`config.mk`:
```
export PLATFORM = sky130hd
export DESIGN_NAME = image_filter_arbiter
export DESIGN_NICKNAME = d
export VERILOG_FILES = /design/src/rtl/image_filter_arbiter.sv
export SDC_FILE = /design/constraint.sdc
export NUM_CORES = 1
export LEC_CHECK = 0
export CAP_MARGIN = 30
export CORE_AREA = 8 8 208 210
export CTS_CLUSTER_DIAMETER = 100
export DETAILED_ROUTE_END_ITERATION = 7
export DIE_AREA = 0 0 216 218
export GPL_TIMING_DRIVEN = 1
export PLACE_DENSITY = 0.47
export SYNTH_ARGS = -nofsm -noshare
export SYNTH_HDL_FRONTEND = slang
export SYNTH_SLANG_ARGS = --single-unit
```
`constraint.sdc`:
```
create_clock -name i_clk -period 7.5 [get_ports i_clk]
set_input_delay 2.25 -clock i_clk [delete_from_list [all_inputs] [get_ports i_clk]]
set_output_delay 2.25 -clock i_clk [all_outputs]
set_load 0.01 [all_outputs]
```
`src/rtl/image_filter_arbiter.sv`:
```
// rtl/image_filter_arbiter.sv - round-robin arbiter sharing one window filter among several requesters
//
// Purpose: grants one requester window beat per cycle to a single filter, reloading the
// filter config (after draining in-flight beats) when the winner needs a different config,
// and routes filter results back to the issuing requester in issue order.
//
// Ports:
//   i_clk, i_rst                     rising-edge clock, asynchronous active-high reset
//   i_req_valid / o_req_ready        per-requester beat handshake
//   i_req_data, i_req_config         per-requester window beat and required filter config
//   o_rsp_valid / i_rsp_ready        per-requester response handshake
//   o_rsp_data                       shared response bus, qualified by o_rsp_valid
//   o_flt_config                     config currently loaded into the filter
//   o_flt_in_valid / i_flt_in_ready  filter input handshake, o_flt_in_data window beat
//   i_flt_out_valid / o_flt_out_ready filter output handshake, i_flt_out_data result
//   o_outstanding                    beats issued to the filter and not yet returned
//   o_busy                           not idle in arbitration or beats still in flight
//   o_err_orphan                     sticky: filter produced a result with nothing in flight

module image_filter_arbiter_tag_fifo #(
  parameter int p_width = 2,
  parameter int p_depth = 8
) (
  input  logic                      i_clk,
  input  logic                      i_rst,
  input  logic                      i_push,
  input  logic [p_width-1:0]        i_push_data,
  input  logic                      i_pop,
  output logic [p_width-1:0]        o_head,
  output logic                      o_empty,
  output logic                      o_full,
  output logic [$clog2(p_depth):0]  o_count
);
  localparam int lp_ptr_w = $clog2(p_depth);
  localparam int lp_cnt_w = lp_ptr_w + 1;
  localparam logic [lp_cnt_w-1:0] lp_full_cnt = lp_cnt_w'(p_depth);

  logic [p_width-1:0]  mem [p_depth];
  logic [lp_ptr_w-1:0] wr_ptr;
  logic [lp_ptr_w-1:0] rd_ptr;
  logic [lp_cnt_w-1:0] count;
  logic                do_push;
  logic                do_pop;

  assign o_empty = (count == '0);
  assign o_full  = (count == lp_full_cnt);
  assign o_count = count;
  assign o_head  = mem[rd_ptr];

  // A full FIFO refuses pushes even when a pop frees a slot in the same cycle.
  assign do_push = i_push && !o_full;
  assign do_pop  = i_pop && !o_empty;

  always_ff @(posedge i_clk or posedge i_rst) begin
    if (i_rst) begin
      wr_ptr <= '0;
      rd_ptr <= '0;
      count  <= '0;
    end else begin
      if (do_push) wr_ptr <= wr_ptr + 1'b1;
      if (do_pop)  rd_ptr <= rd_ptr + 1'b1;
      case ({do_push, do_pop})
        2'b10:   count <= count + 1'b1;
        2'b01:   count <= count - 1'b1;
        default: count <= count;
      endcase
    end
  end

  // Storage needs no reset: only entries between rd_ptr and wr_ptr are ever read.
  always_ff @(posedge i_clk) begin
    if (do_push) mem[wr_ptr] <= i_push_data;
  end
endmodule

module image_filter_arbiter #(
  parameter int p_data_bw   = 10,
  parameter int p_win_size  = 9,
  parameter int p_num_req   = 4,
  parameter int p_tag_depth = 8
) (
  input  logic                                                i_clk,
  input  logic                                                i_rst,
  input  logic [p_num_req-1:0]                                i_req_valid,
  output logic [p_num_req-1:0]                                o_req_ready,
  input  logic [p_num_req-1:0][p_win_size-1:0][p_data_bw-1:0] i_req_data,
  input  logic [p_num_req-1:0][p_data_bw-1:0]                 i_req_config,
  output logic [p_num_req-1:0]                                o_rsp_valid,
  input  logic [p_num_req-1:0]                                i_rsp_ready,
  output logic [p_data_bw-1:0]                                o_rsp_data,
  output logic [p_data_bw-1:0]                                o_flt_config,
  output logic                                                o_flt_in_valid,
  input  logic                                                i_flt_in_ready,
  output logic [p_win_size-1:0][p_data_bw-1:0]                o_flt_in_data,
  input  logic                                                i_flt_out_valid,
  output logic                                                o_flt_out_ready,
  input  logic [p_data_bw-1:0]                                i_flt_out_data,
  output logic [$clog2(p_tag_depth):0]                        o_outstanding,
  output logic                                                o_busy,
  output logic                                                o_err_orphan
);
  localparam int lp_idx_w = $clog2(p_num_req);
  localparam logic [lp_idx_w-1:0] lp_last_idx = lp_idx_w'(p_num_req - 1);

  typedef enum logic [1:0] {
    ST_ARB,
    ST_DRAIN,
    ST_LOAD
  } state_t;

  state_t                         state;
  logic [lp_idx_w-1:0]            rr_ptr;
  logic [lp_idx_w-1:0]            pend;
  logic [p_data_bw-1:0]           cfg_reg;
  logic [lp_idx_w-1:0]            win;
  logic [lp_idx_w-1:0]            win_next;
  logic [lp_idx_w-1:0]            head;
  logic                           any_valid;
  logic                           cfg_match;
  logic                           in_hs;
  logic                           rsp_hs;
  logic                           fifo_empty;
  logic                           fifo_full;
  logic [$clog2(p_tag_depth):0]   fifo_count;

  // Winner: first valid requester at or after rr_ptr, wrapping modulo p_num_req.
  always_comb begin : winner_search
    int                  idx;
    logic [lp_idx_w-1:0] cand;
    any_valid = 1'b0;
    win       = rr_ptr;
    idx       = 0;
    cand      = '0;
    for (int i = 0; i < p_num_req; i++) begin
      idx = int'(rr_ptr) + i;
      if (idx >= p_num_req) idx = idx - p_num_req;
      cand = idx[lp_idx_w-1:0];
      if (!any_valid && i_req_valid[cand]) begin
        any_valid = 1'b1;
        win       = cand;
      end
    end
  end

  assign cfg_match = (i_req_config[win] == cfg_reg);
  assign win_next  = (win == lp_last_idx) ? '0 : win + 1'b1;

  // Request path is purely combinational; a config mismatch issues nothing and
  // lets the FSM start draining on the clock edge.
  always_comb begin
    o_req_ready    = '0;
    o_flt_in_valid = 1'b0;
    o_flt_in_data  = i_req_data[win];
    if (!i_rst && (state == ST_ARB) && any_valid && cfg_match && !fifo_full) begin
      o_flt_in_valid   = 1'b1;
      o_req_ready[win] = i_flt_in_ready;
    end
  end

  assign in_hs = o_flt_in_valid && i_flt_in_ready;

  // Response path: only the oldest in-flight tag may see the filter result.
  always_comb begin
    o_rsp_valid     = '0;
    o_flt_out_ready = 1'b0;
    if (!i_rst && !fifo_empty) begin
      o_rsp_valid[head] = i_flt_out_valid;
      o_flt_out_ready   = i_rsp_ready[head];
    end
  end

  assign o_rsp_data = i_flt_out_data;
  assign rsp_hs     = o_flt_out_ready && i_flt_out_valid;

  image_filter_arbiter_tag_fifo #(
    .p_width (lp_idx_w),
    .p_depth (p_tag_depth)
  ) u_tag_fifo (
    .i_clk       (i_clk),
    .i_rst       (i_rst),
    .i_push      (in_hs),
    .i_push_data (win),
    .i_pop       (rsp_hs),
    .o_head      (head),
    .o_empty     (fifo_empty),
    .o_full      (fifo_full),
    .o_count     (fifo_count)
  );

  always_ff @(posedge i_clk or posedge i_rst) begin
    if (i_rst) begin
      state        <= ST_ARB;
      rr_ptr       <= '0;
      pend         <= '0;
      cfg_reg      <= '0;
      o_err_orphan <= 1'b0;
    end else begin
      if (fifo_empty && i_flt_out_valid) o_err_orphan <= 1'b1;
      case (state)
        ST_ARB: begin
          if (any_valid) begin
            if (!cfg_match) begin
              pend  <= win;
              state <= ST_DRAIN;
            end else if (in_hs) begin
              rr_ptr <= win_next;
            end
          end
        end
        // The config may only change once every issued beat has come back.
        ST_DRAIN: begin
          if (fifo_count == '0) state <= ST_LOAD;
        end
        // Pointing rr_ptr at pend guarantees the requester that caused the
        // reload wins the very next arbitration.
        ST_LOAD: begin
          cfg_reg <= i_req_config[pend];
          rr_ptr  <= pend;
          state   <= ST_ARB;
        end
        default: state <= ST_ARB;
      endcase
    end
  end

  assign o_flt_config  = cfg_reg;
  assign o_outstanding = fifo_count;
  assign o_busy        = !i_rst && ((state != ST_ARB) || (fifo_count != '0));
endmodule

```
==> metrics list, run 1 <==
- In this run, synthesis produced a sequential element count of 43.
- From left edge to right edge, the die measures 216 um.
* Switching Share: 47.3%
- Starting Density: 14.1%
- The first routing iteration left 482 violations.
* Total instance count after detailed placement: 1882
- The routed layout has 8221 vias.
- At the end of the flow, the number of nets in the layout was 1795.
- Number of max-slew violations in the final report: 0
- Final Hold Vio Count: 0
- Insertion delay to the later sink of the worst-skew pair: 290 ps
* Clock tree from TritonCTS: yes
- After detailed routing, the total wire length is 42100 um.
- The number of global-route vias before repair is 8508.
* Final GP Congestion: 0.866
- Dividing the synthesized area by the synthesized cell count gives 6.52 um^2.
- Start point of the critical path: i_req_valid[3]
* Endpoint required time on the critical path: 5250 ps
* Measured slew at the worst slew-check pin: 933 ps
- The worst register-to-register path begins at rr_ptr[1].
- Die area: 47100 um^2
* Worst setup EP type: output port
- Headroom to the max-slew limit: 37.6%
- In the finished design, the share of the clock period the worst path needs comes to 96.1%.
- The path class of the tightest hold or removal check is reg -> reg.
* Net load switching power: 0.00177 W
* Startpoint types: input port
* Synthesized instance count: 871
- Counting flops with a built-in enable in the synthesized netlist gives 16.
- The floorplan has 74 rows.
* Power share of the combinational group: 81.6%
* Maximum buffer depth of the clock tree: 2
- Power share of the clock group: 6.8%
- The startpoint identified for the worst hold timing path is o_err_orphan.
- Clk root buf: sky130_fd_sc_hd__clkbuf_16
- Via/cell ratio: 4.33
- Total internal power: 0.00197 W
- Fmax: 0.139 GHz
* Deepest level of the CTS H-tree: 2
* Path depth of the worst reg2reg path: 18
- Post-synthesis async set-or-reset flop share: 62.8%
- Syn Nets: 1303
- Worst endpoint data arrival time: 4960 ps
- Most common library cell in the layout ignoring fill and taps: sky130_fd_sc_hd__clkdlybuf4s50_1
- In the global route stage, overall resource usage came out at 16.7%.
* Largest fanout on the critical path: 31
- Total of buffers placed on input and output ports: 527
- Die H: 218 um
* # hold bufs at CTS: 0
- Mapped cell area: 5680 um^2
- Number of antenna violations at the first check in global routing: 8
* Count of max-cap constraint violations: 0
- Final HPWL DP: 34300 um
* Finish-stage setup viols: 0
- Sequential Power Share: 11.7%
- After clock tree synthesis, the clock-pin slew on the worst setup and hold paths is 70 ps.
* Total global routing overflow: 0
- Clock sink total: 43
* Number of non-filler instances in the completed layout: 1898
- Result of the run: complete, no violations
- Count of yosys warnings during synthesis: 0
- Worst Setup Path Type: in -> out
- Num ports: 548
- First-pass GRT wire length: 59700 um
* Maximum ir drop on the vdd rail: 0.142 mV
- Commonest cells after routing, fill and taps aside: 503 x sky130_fd_sc_hd__clkdlybuf4s50_1, 398 x sky130_fd_sc_hd__nand2_1, 97 x sky130_fd_sc_hd__and3_1
- Minimum clock period after layout: 7210 ps
* Part of the Yosys area used for sequential elements: 20.3%
* Area Growth Syn to Fin: 110%
- The netlist uses 52 different library cells.
* Hold_ws: 459 ps
- The first detailed-routing pass ran for 5 iterations.
- Counting instances, the worst hold path has a depth of 1.
- Leakage power of the design: 5.00 nW
* Dominant synthesized flop cell: sky130_fd_sc_hd__dfrtp_1
- In this run the standard cell core region covers 40200 um^2.
* Clock buffer count from CTS: 5
* DRC violation count after routing: 0
- Routed len/inst: 22.2 um
* Clock skew: 4.15 ps
- Fraction of layout cells with a size suffix above 1: 7.18%
- Unrepaired setup endpoints after global routing: false
- Entering global routing, the biggest net connects 70 pins.
- For this design the ratio of total power to cell area is 313 nW/um^2.
- Remaining number of nets flagged by the antenna check after routing: 0
- The layout has 4390 filler cells.
## layout make-up
cell class | instances | area [um^2] | share of cell area, %
repair buffers | 568 | 5710 | 47.8
multi-input cells | 731 | 4190 | 35.0
flip-flops and latches | 43 | 1160 | 9.67
well taps | 532 | 666 | 5.57
clock buffers | 5 | 125 | 1.05
inverters | 14 | 60.1 | 0.502
clock inverters | 3 | 46.3 | 0.387
diodes | 2 | 5.00 | 0.0419
## routing by layer
layer  up-vias  routed length (um)  track usage (%)
met5         -                  50                0
met4         8                 595             2.55
met3        32                3340             5.02
met2       337               21700             30.7
met1      3862               16400             19.1
li1       3982                   -                -
## worst max-delay path, stage by stage
cell	delay, ps
sky130_fd_sc_hd__dlymetal6s2s_1	150
sky130_fd_sc_hd__buf_6	130
sky130_fd_sc_hd__nor3_1	230
sky130_fd_sc_hd__a2111oi_2	60
sky130_fd_sc_hd__or2_4	290
sky130_fd_sc_hd__buf_4	170
sky130_fd_sc_hd__inv_6	50
sky130_fd_sc_hd__buf_4	240
sky130_fd_sc_hd__buf_16	240
sky130_fd_sc_hd__nand2_1	80
sky130_fd_sc_hd__buf_4	150
sky130_fd_sc_hd__and3_1	180
sky130_fd_sc_hd__a31oi_1	130
sky130_fd_sc_hd__clkdlybuf4s50_1	560
## flip-flops by register name (all words and copies together) (netlist names)
signal,cells
u_tag_fifo.rd_ptr,3
u_tag_fifo.mem,16
o_flt_config,10
u_tag_fifo.o_count,4
u_tag_fifo.wr_ptr,3
o_err_orphan,1
rr_ptr,2
state,2
pend,2
## path summary, 6_finish.rpt
check	to	slack, ps
max	o_flt_in_data[23]	290
min	o_err_orphan	460
max reg2reg	u_tag_fifo.o_count[3]	3200
min reg2reg	o_err_orphan	460
max in group asynchronous	o_flt_config[7]	4720
min in group asynchronous	u_tag_fifo.wr_ptr[1]	2500
## per-stage QoR
stage / setup WS (ps) / power [W] / util, % / setup TNS [ps] / instance area [um^2]
after CTS: -50.5 / 0.00382 / 29.6 / -482 / 11900
final: 293 / 0.00375 / 29.7 / 0 / 12000
after global routing: 152 / 0.00403 / 29.7 / 0 / 12000
after detailed placement: -527 / 0.00343 / 28.8 / -11440 / 11600
after global placement: -493 / 0.00341 / 28.8 / -10830 / 11600
after floorplan: 305 / 0.00184 / - / 0 / 5680
## kinds of logic after synthesis
| group | Yosys count | share of synthesized area, % |
|---|---|---|
| compound gates | 121 | 13.9 |
| mux | 44 | 11.8 |
| fa+ha+maj | 10 | 2.33 |
| flops | 43 | 20.3 |
| xor+xnor | 14 | 2.16 |
| buf+inv | 97 | 7.57 |
| simple gates | 542 | 41.9 |
## Yosys cell counts, drive strengths merged (14+ instances only)
cell	number	area share, %
mux4	18	7.1
a31oi	91	10
mux2i	20	3.5
clkbuf	61	4.0
edfxtp	16	8.5
buf	22	2.6
nor2	14	0.97
and3	97	11
dfrtp	27	12
nand2	398	26
inv	14	0.97
## power groups by stage
| stage | logic [W] | registers, W | clock network (W) |
|---|---|---|---|
| after global routing | 0.00330 | 0.000454 | 0.000269 |
| final | 0.00306 | 0.000437 | 0.000255 |
| after detailed placement | 0.00298 | 0.000443 | 0 |
| after CTS | 0.00312 | 0.000442 | 0.000261 |
| after floorplan | 0.00143 | 0.000402 | 0 |
| after global placement | 0.00297 | 0.000441 | 0 |
## what timing repair did
item | 4_1_cts | 5_1_grt
pin swaps | 6 | 3
gates cloned | 2 | 0
setup endpoints to repair | 90 | 73
resized for setup | 43 | 18
setup buffers | 3 | 1
(Power assumes the default switching activity.)
==> inputs of run 2 (changes only) <==
==> constraint.sdc (replaced) <==
create_clock -name i_clk -period 9.3 [get_ports i_clk]
set_input_delay 2.79 -clock i_clk [delete_from_list [all_inputs] [get_ports i_clk]]
set_output_delay 2.79 -clock i_clk [all_outputs]
set_load 0.01 [all_outputs]
==> run 2 against run 1 <==
Effect of this change: power decreased by 24%; register-to-register slack better by 1800 ps; sequential power is 20% lower.
==> metrics list, run 2 (synthesized netlist as in run 1, its figures left out) <==
- The run finished with clean final reports.
- First-pass GRT wire length: 57900 um (-3.1%)
- The logic depth of the worst setup path including buffers came to 13 (-1).
- The number of instances on the worst hold path came to 1 (unchanged).
- The library cells used most frequently in the layout, excluding fill and tap cells, are 524 x sky130_fd_sc_hd__clkdlybuf4s50_1, 398 x sky130_fd_sc_hd__nand2_1, 97 x sky130_fd_sc_hd__and3_1.
- The layout filler cell count is 4474 (+1.9%).
* Count of max-cap constraint violations: 0 (unchanged)
- The switching power of the nets is 0.00135 W (-24%).
* Startpoint types: input port
- The floorplan core area is 40200 um^2 (unchanged).
* Switching Share: 47.1% (-0.17 points)
* Worst-path clk slew: 70 ps (about the same)
* Final design area excluding fillers: 11600 um^2 (-2.8%)
- Overall Global Routing Usage: 16.1% (-0.55 points)
* Most frequent CP cell: sky130_fd_sc_hd__buf_4
* Maximum ir drop on the vdd rail: 0.162 mV (+14%)
- The number of clock sinks is 43 (unchanged).
* Worst stage delay on the critical path: 600 ps (+40 ps)
* Clock buffer count from CTS: 5 (unchanged)
- The share of total power in the clock network is 7.3% (+0.5 points).
- Maximum buffer depth of the clock tree: 2 (unchanged)
* Final GP Congestion: 0.851 (-1.8%)
- Final Hold Vio Count: 0 (unchanged)
- The endpoint identified for the worst register-to-register timing path is u_tag_fifo.o_count[3].
* Internal reg-to-reg setup slack: 4990 ps (+1790 ps)
* First DRT Iteration DRCs: 391 (-19%)
- The library cell used most frequently in the layout, excluding fill and tap cells, is sky130_fd_sc_hd__clkdlybuf4s50_1.
- The layout cell share with drive strength beyond 1 came to 4.18% (-3.0 points).
* Worst setup EP type: output port
- The post-detailed-placement half-perimeter wirelength was 33600 um (-1.9%).
- The number of nets in the finished design came to 1770 (-1.4%).
- The H-tree level count was 2 (unchanged).
- Clock skew: 4.34 ps (+0.183 ps)
- Routed via count: 7952 (-3.3%)
- Power after layout: 0.00286 W (-24%)
- Start point of the critical path: i_req_valid[3]
- Fmax: 0.108 GHz
* Num ports: 548 (unchanged)
- Compared with the post-synthesis result, the final layout area differs by 104%.
- Measured slew at the worst slew-check pin: 1150 ps (+220 ps)
* Max stage delay cell, worst path: sky130_fd_sc_hd__clkdlybuf4s50_1
* Worst Setup Path Type: in -> out
- TritonCTS built the clock tree.
* Total routed wirelength: 40600 um (-3.6%)
- The internal power summed over all cells is 0.00151 W (-23%).
- Die H: 218 um (unchanged)
- Total global routing overflow: 0 (unchanged)
* Number of max-slew violations in the final report: 0 (unchanged)
- Starting Density: 14.1% (unchanged)
- Largest fanout on the critical path: 182 (+490%)
* Endpoint required time on the critical path: 6510 ps (+1260 ps)
* Finish-stage setup viols: 0 (unchanged)
- Largest net degree at the start of global routing: 183 (+160%)
- Reg2reg start: rr_ptr[1]
- Power density over the cells: 246 nW/um^2 (-21%)
* Number of antenna violations at the first check in global routing: 12 (+4)
- The number of routed nets with antenna violations came to 0 (unchanged).
- After layout, the worst path uses 99.9% of the clock period.
- Following the worst setup path forward leads to its endpoint at o_flt_in_data[70].
- The power share of the sequential group was 12.3% (+0.6 points).
* Die area: 47100 um^2 (unchanged)
- The tightest hold margin was 454 ps (-5.47 ps).
* Minimum clock period after layout: 9290 ps
- Routed len/inst: 21.7 um (-2.3%)
* Headroom to the max-slew limit: 23.1% (-14 points)
* Via/cell ratio: 4.25 (-1.9%)
* Standard-cell row count: 74 (unchanged)
* Power share of the combinational group: 80.4% (-1.2 points)
- Max FFs per register: 16 (unchanged)
* Detailed-routing iteration count for the pre-antenna-repair pass: 4 (-1)
* DRC violation count after routing: 0 (unchanged)
- On the critical path the largest part of the delay comes from buffers and inverters.
* Insertion delay to the later sink of the worst-skew pair: 290 ps (about the same)
- The horizontal extent of the die was 216 um (unchanged).
- The number of global-route vias before repair is 8408 (-1.2%).
- Leakage power of the design: 4.78 nW (-4.5%)
* Worst endpoint data arrival time: 6500 ps (+1540 ps)
- The number of buffers inserted to repair setup after CTS came to 0 (-3).
- Traced cell by cell, the critical path runs through clkdlybuf4s50_1 > buf_4 > nor3_1 > a2111oi_1 > or2_4 > buf_4 > inv_6 > buf_16 > nand2_1 > and3_1 > a31oi_1 > buf_4 > clkdlybuf4s50_1.
- More flip-flops sit in one register than any other, and that register is u_tag_fifo.mem.
- Total of buffers placed on input and output ports: 527 (unchanged)
- Critical path buffers and inverters: 7 (-1)
- Path depth of the worst reg2reg path: 18 (unchanged)
- The tree is rooted in a sky130_fd_sc_hd__clkbuf_16.
- The instance area at placement came to 11400 um^2 (-1.2%).
- The min-delay analysis places its worst path in the category reg -> reg.
[run 2: cell count changes in the layout (fill, tap and decap cells not counted), sizes merged]
cell | before | now
clkinvlp | 1 | 0
diode | 2 | 1
buf | 48 | 18
clkinv | 0 | 1
clkdlybuf4s50 | 503 | 524
dlymetal6s2s | 5 | 1
dlygate4sd2 | 12 | 0
[run 2: power groups by stage]
stage	Sequential, W	Clock, W	Combinational [W]
2_1_floorplan	0.000325	0	0.00116
3_3_place_gp	0.000356	0	0.00234
3_5_place_dp	0.000358	0	0.00234
4_1_cts	0.000354	0.000216	0.00235
5_1_grt	0.000364	0.000223	0.00249
6_report	0.000351	0.000210	0.00230
[run 2: worst min-delay path by stage]
stage,endpoint,slack [ps],from
2_1_floorplan,o_err_orphan,490,o_err_orphan
3_3_place_gp,o_err_orphan,440,o_err_orphan
3_5_place_dp,o_err_orphan,450,o_err_orphan
4_1_cts,o_err_orphan,460,o_err_orphan
5_1_grt,o_err_orphan,480,o_err_orphan
6_report,o_err_orphan,450,o_err_orphan
[run 2: repair_timing]
item	4_1_cts	5_1_grt
hold buffers	0	0
gates resized for setup	0	4
endpoints found under the setup margin	0	6
[run 2: metrics by stage]
stage	worst slack [ps]	TNS [ps]	instances	utilization, %
floorplan	1030	0	871	-
global placement	142	0	1863	28.4
detailed placement	79.2	0	1863	28.4
CTS	65.4	0	1871	28.9
global route	-2.66	-2.66	1872	28.9
finish	7.18	0	1872	28.9
[run 2: cell type report]
class	instances	area, um^2	share of cell area (%)
Tap cell	532	666	5.73
Clock buffer	5	125	1.08
Clock inverter	3	47.5	0.409
Timing Repair Buffer	543	5450	46.9
Antenna cell	1	2.50	0.0215
Multi-Input combinational cell	731	4110	35.4
Sequential cell	43	1160	9.95
Inverter	14	60.1	0.517
[run 2: routing by layer]
layer  vias up  track usage, %  part of all wire, %
li1       3913               -                    -
met1      3702            18.0                   39
met2       298            30.5                   53
met3        27            5.30                  8.0
met4        12            1.51                 0.50
met5         -               0                 0.19
==> inputs of run 3 (changes only) <==
--- a/config.mk
+++ b/config.mk
@@ -7,11 +7,14 @@
 export LEC_CHECK = 0
 export CAP_MARGIN = 30
 export CORE_AREA = 8 8 208 210
+export CTS_BUF_LIST = sky130_fd_sc_hd__clkbuf_2 sky130_fd_sc_hd__clkbuf_4 sky130_fd_sc_hd__clkbuf_8
 export CTS_CLUSTER_DIAMETER = 100
 export DETAILED_ROUTE_END_ITERATION = 7
 export DIE_AREA = 0 0 216 218
 export GPL_TIMING_DRIVEN = 1
 export PLACE_DENSITY = 0.47
+export SKIP_CTS_REPAIR_TIMING = 1
+export SLEW_MARGIN = 20
 export SYNTH_ARGS = -nofsm -noshare
 export SYNTH_HDL_FRONTEND = slang
 export SYNTH_SLANG_ARGS = --single-unit
==> run 3 against run 2 <==
Effect of this change: core utilization down 0.12 points; fmax up 0.76%; sequential power about the same; via count up 0.29%.
==> metrics list, run 3 (synthesized netlist as in run 1, its figures left out) <==
- The deepest clock path buffer count came to 2 (unchanged).
- The area growth from synthesis to layout is 104%.
- Standard-cell row count: 74 (unchanged)
* Placed inst area: 11400 um^2 (unchanged)
- Class of the most critical hold timing path: reg -> reg
- The floorplan core area was 40200 um^2 (unchanged).
- Number of max-slew violations in the final report: 0 (unchanged)
- Worst-path clk slew: 90 ps (+20 ps)
- Most flops, register: u_tag_fifo.mem
- Maximum ir drop on the vdd rail: 0.163 mV (+0.61%)
- The top-level port count came to 548 (unchanged).
- Number of non-filler instances in the completed layout: 1873 (+0.053%)
- The number of buffers inserted during clock tree synthesis is 5 (unchanged).
- Routed len/inst: 21.6 um (-0.32%)
- Commonest cells after routing, fill and taps aside: 524 x sky130_fd_sc_hd__clkdlybuf4s50_1, 398 x sky130_fd_sc_hd__nand2_1, 97 x sky130_fd_sc_hd__and3_1
- Deepest level of the CTS H-tree: 2 (unchanged)
* Starting Density: 14.1% (unchanged)
- The run finished with clean final reports.
- Insertion delay to the later sink of the worst-skew pair: 310 ps (+20 ps)
* Endpoint required time on the critical path: 6510 ps (about the same)
- The total of max-cap violations is 0 (unchanged).
- The count of routing violations after the opening detailed-route iteration is 419 (+7.2%).
* Clock sink total: 43 (unchanged)
- Die H: 218 um (unchanged)
- The final design instance area without fill came to 11600 um^2 (-0.42%).
* Measured slew at the worst slew-check pin: 1030 ps (-127 ps)
* Largest fanout on the critical path: 182 (unchanged)
- Clk root buf: sky130_fd_sc_hd__clkbuf_8
- Post-route fraction of the period consumed by the critical path: 99.2% (-0.76 points)
- Worst endpoint data arrival time: 6430 ps (-70 ps)
* Worst setup EP type: output port
- Max stage delay cell, worst path: sky130_fd_sc_hd__clkdlybuf4s50_1
* Fraction of layout cells with a size suffix above 1: 4.25% (+0.072 points)
- Worst path top cell family by delay: buffers and inverters
* Final Hold Vio Count: 0 (unchanged)
- Routed via count: 7975 (+0.29%)
* Total instance count after detailed placement: 1863 (unchanged)
- The aggregate global routing overflow came to 0 (unchanged).
* Largest net degree at the start of global routing: 183 (unchanged)
* Vias in the first global route: 8404 (-0.048%)
* Hold_ws: 460 ps (+6.08 ps)
- The quantity of I/O buffers inserted on ports is 527 (unchanged).
- In this design, the critical path's most frequently occurring cell is sky130_fd_sc_hd__buf_4.
- The DRC violations left was 0 (unchanged).
- Clock tree from TritonCTS: yes
- Remaining number of nets flagged by the antenna check after routing: 0 (unchanged)
- # fillers: 4479 (+0.11%)
- The clock period minus worst slack is 9220 ps (-70.4 ps).
- The number of nets in the finished design is 1771 (+0.056%).
- Die span in x: 216 um (unchanged)
- Startpoint types: input port
* Detailed-routing iteration count for the pre-antenna-repair pass: 4 (unchanged)
* Worst Setup Path Type: in -> out
- Final HPWL DP: 33600 um (unchanged)
- The number of antenna violations at the first check in global routing is 12 (unchanged).
- The full die area is 47100 um^2 (unchanged).
* Final GP Congestion: 0.851 (unchanged)
* Overall Global Routing Usage: 16.1% (-0.029 points)
- Most common library cell in the layout ignoring fill and taps: sky130_fd_sc_hd__clkdlybuf4s50_1
- The total buffers and inverters traversed by the critical path came to 7 (unchanged).
- The fmax was 0.108 GHz (+0.76%).
- The number of flip-flops under the largest register name came to 16 (unchanged).
- The routed wire length was 40500 um (-0.27%).
- Cell breakdown of the critical path: clkdlybuf4s50_1 > buf_4 > nor3_1 > a2111oi_1 > or2_4 > buf_4 > inv_6 > buf_16 > nand2_1 > and3_1 > a31oi_1 > buf_4 > clkdlybuf4s50_1
* Leakage power of the design: 4.76 nW (-0.42%)
* Power density over the cells: 242 nW/um^2 (-1.6%)
* Finish-stage setup viols: 0 (unchanged)
* Via/cell ratio: 4.26 (+0.24%)
* Worst stage delay on the critical path: 600 ps (about the same)
- The global-route wire length before repair was 57800 um (-0.11%).
* Headroom to the max-slew limit: 31.6% (+8.5 points)
- Clock skew: 5.82 ps (+1.48 ps)
[run 3: cell count changes in the layout (fill, tap and decap cells not counted)]
cell | previous run | this run
sky130_fd_sc_hd__clkbuf_16 | 5 | 0
sky130_fd_sc_hd__clkbuf_8 | 0 | 5
sky130_fd_sc_hd__buf_4 | 14 | 15
[run 3: final timing paths]
kind                       cells past startpoint           start                    end  slack, ps
setup / recovery                              13  i_req_valid[3]      o_flt_in_data[70]         80
hold / removal                                 1    o_err_orphan           o_err_orphan        460
setup reg to reg                              18       rr_ptr[1]  u_tag_fifo.o_count[3]       4990
hold reg to reg                                1    o_err_orphan           o_err_orphan        460
max in group asynchronous                      3           i_rst        o_flt_config[6]       5990
min in group asynchronous                      3           i_rst   u_tag_fifo.wr_ptr[1]       3020
[run 3: metrics by stage]
| stage | setup WS (ps) | utilization (%) | total power, W | TNS, ps |
|---|---|---|---|---|
| 4_1_cts | 65.4 | 28.7 | 0.00287 | 0 |
| 2_1_floorplan | 1030 | - | 0.00148 | 0 |
| 3_3_place_gp | 142 | 28.4 | 0.00270 | 0 |
| 3_5_place_dp | 79.2 | 28.4 | 0.00270 | 0 |
| 5_1_grt | -2.66 | 28.8 | 0.00303 | -2.66 |
| 6_report | 77.6 | 28.8 | 0.00280 | 0 |
[run 3: area by class of cell]
cell class | count | area (um^2) | area share (%)
sequential | 43 | 1160 | 9.99
inverter | 14 | 60.1 | 0.519
timing repair buffer | 544 | 5460 | 47.2
clock inverter | 3 | 47.5 | 0.411
antenna | 1 | 2.50 | 0.0216
clock buffer | 5 | 68.8 | 0.595
multi-input combinational | 731 | 4110 | 35.5
tap | 532 | 666 | 5.75
[run 3: where the power goes]
group	switching [W]	leakage (nW)	internal, W
Clock	0.0000745	0.0587	0.0000815
Sequential	0.0000933	0.464	0.000257
Combinational	0.00117	4.23	0.00113
[run 3: metal layers]
metal	wire length, um	vias up	global-route usage (%)
met2	21300	307	30.4
met4	199	12	1.44
met1	15600	3710	18.0
li1	-	3918	-
met3	3350	28	5.26
met5	69	-	0
[run 3: worst register-to-register path, cell delays in order (launching register included)]
cell                        delay [ps]
sky130_fd_sc_hd__dfrtp_1           460
sky130_fd_sc_hd__nand2b_1          170
sky130_fd_sc_hd__a21o_1            190
sky130_fd_sc_hd__o211a_4           160
sky130_fd_sc_hd__inv_4             120
sky130_fd_sc_hd__mux4_2            520
sky130_fd_sc_hd__xnor2_1           160
sky130_fd_sc_hd__o2111ai_1         150
sky130_fd_sc_hd__or4_1             600
sky130_fd_sc_hd__buf_4             200
sky130_fd_sc_hd__nor2_2            210
sky130_fd_sc_hd__inv_1              70
sky130_fd_sc_hd__ha_1              220
sky130_fd_sc_hd__ha_1              280
sky130_fd_sc_hd__a21o_1            180
sky130_fd_sc_hd__a21oi_1           160
sky130_fd_sc_hd__xnor2_1           130
sky130_fd_sc_hd__nor2_1             70
sky130_fd_sc_hd__xor2_1            140
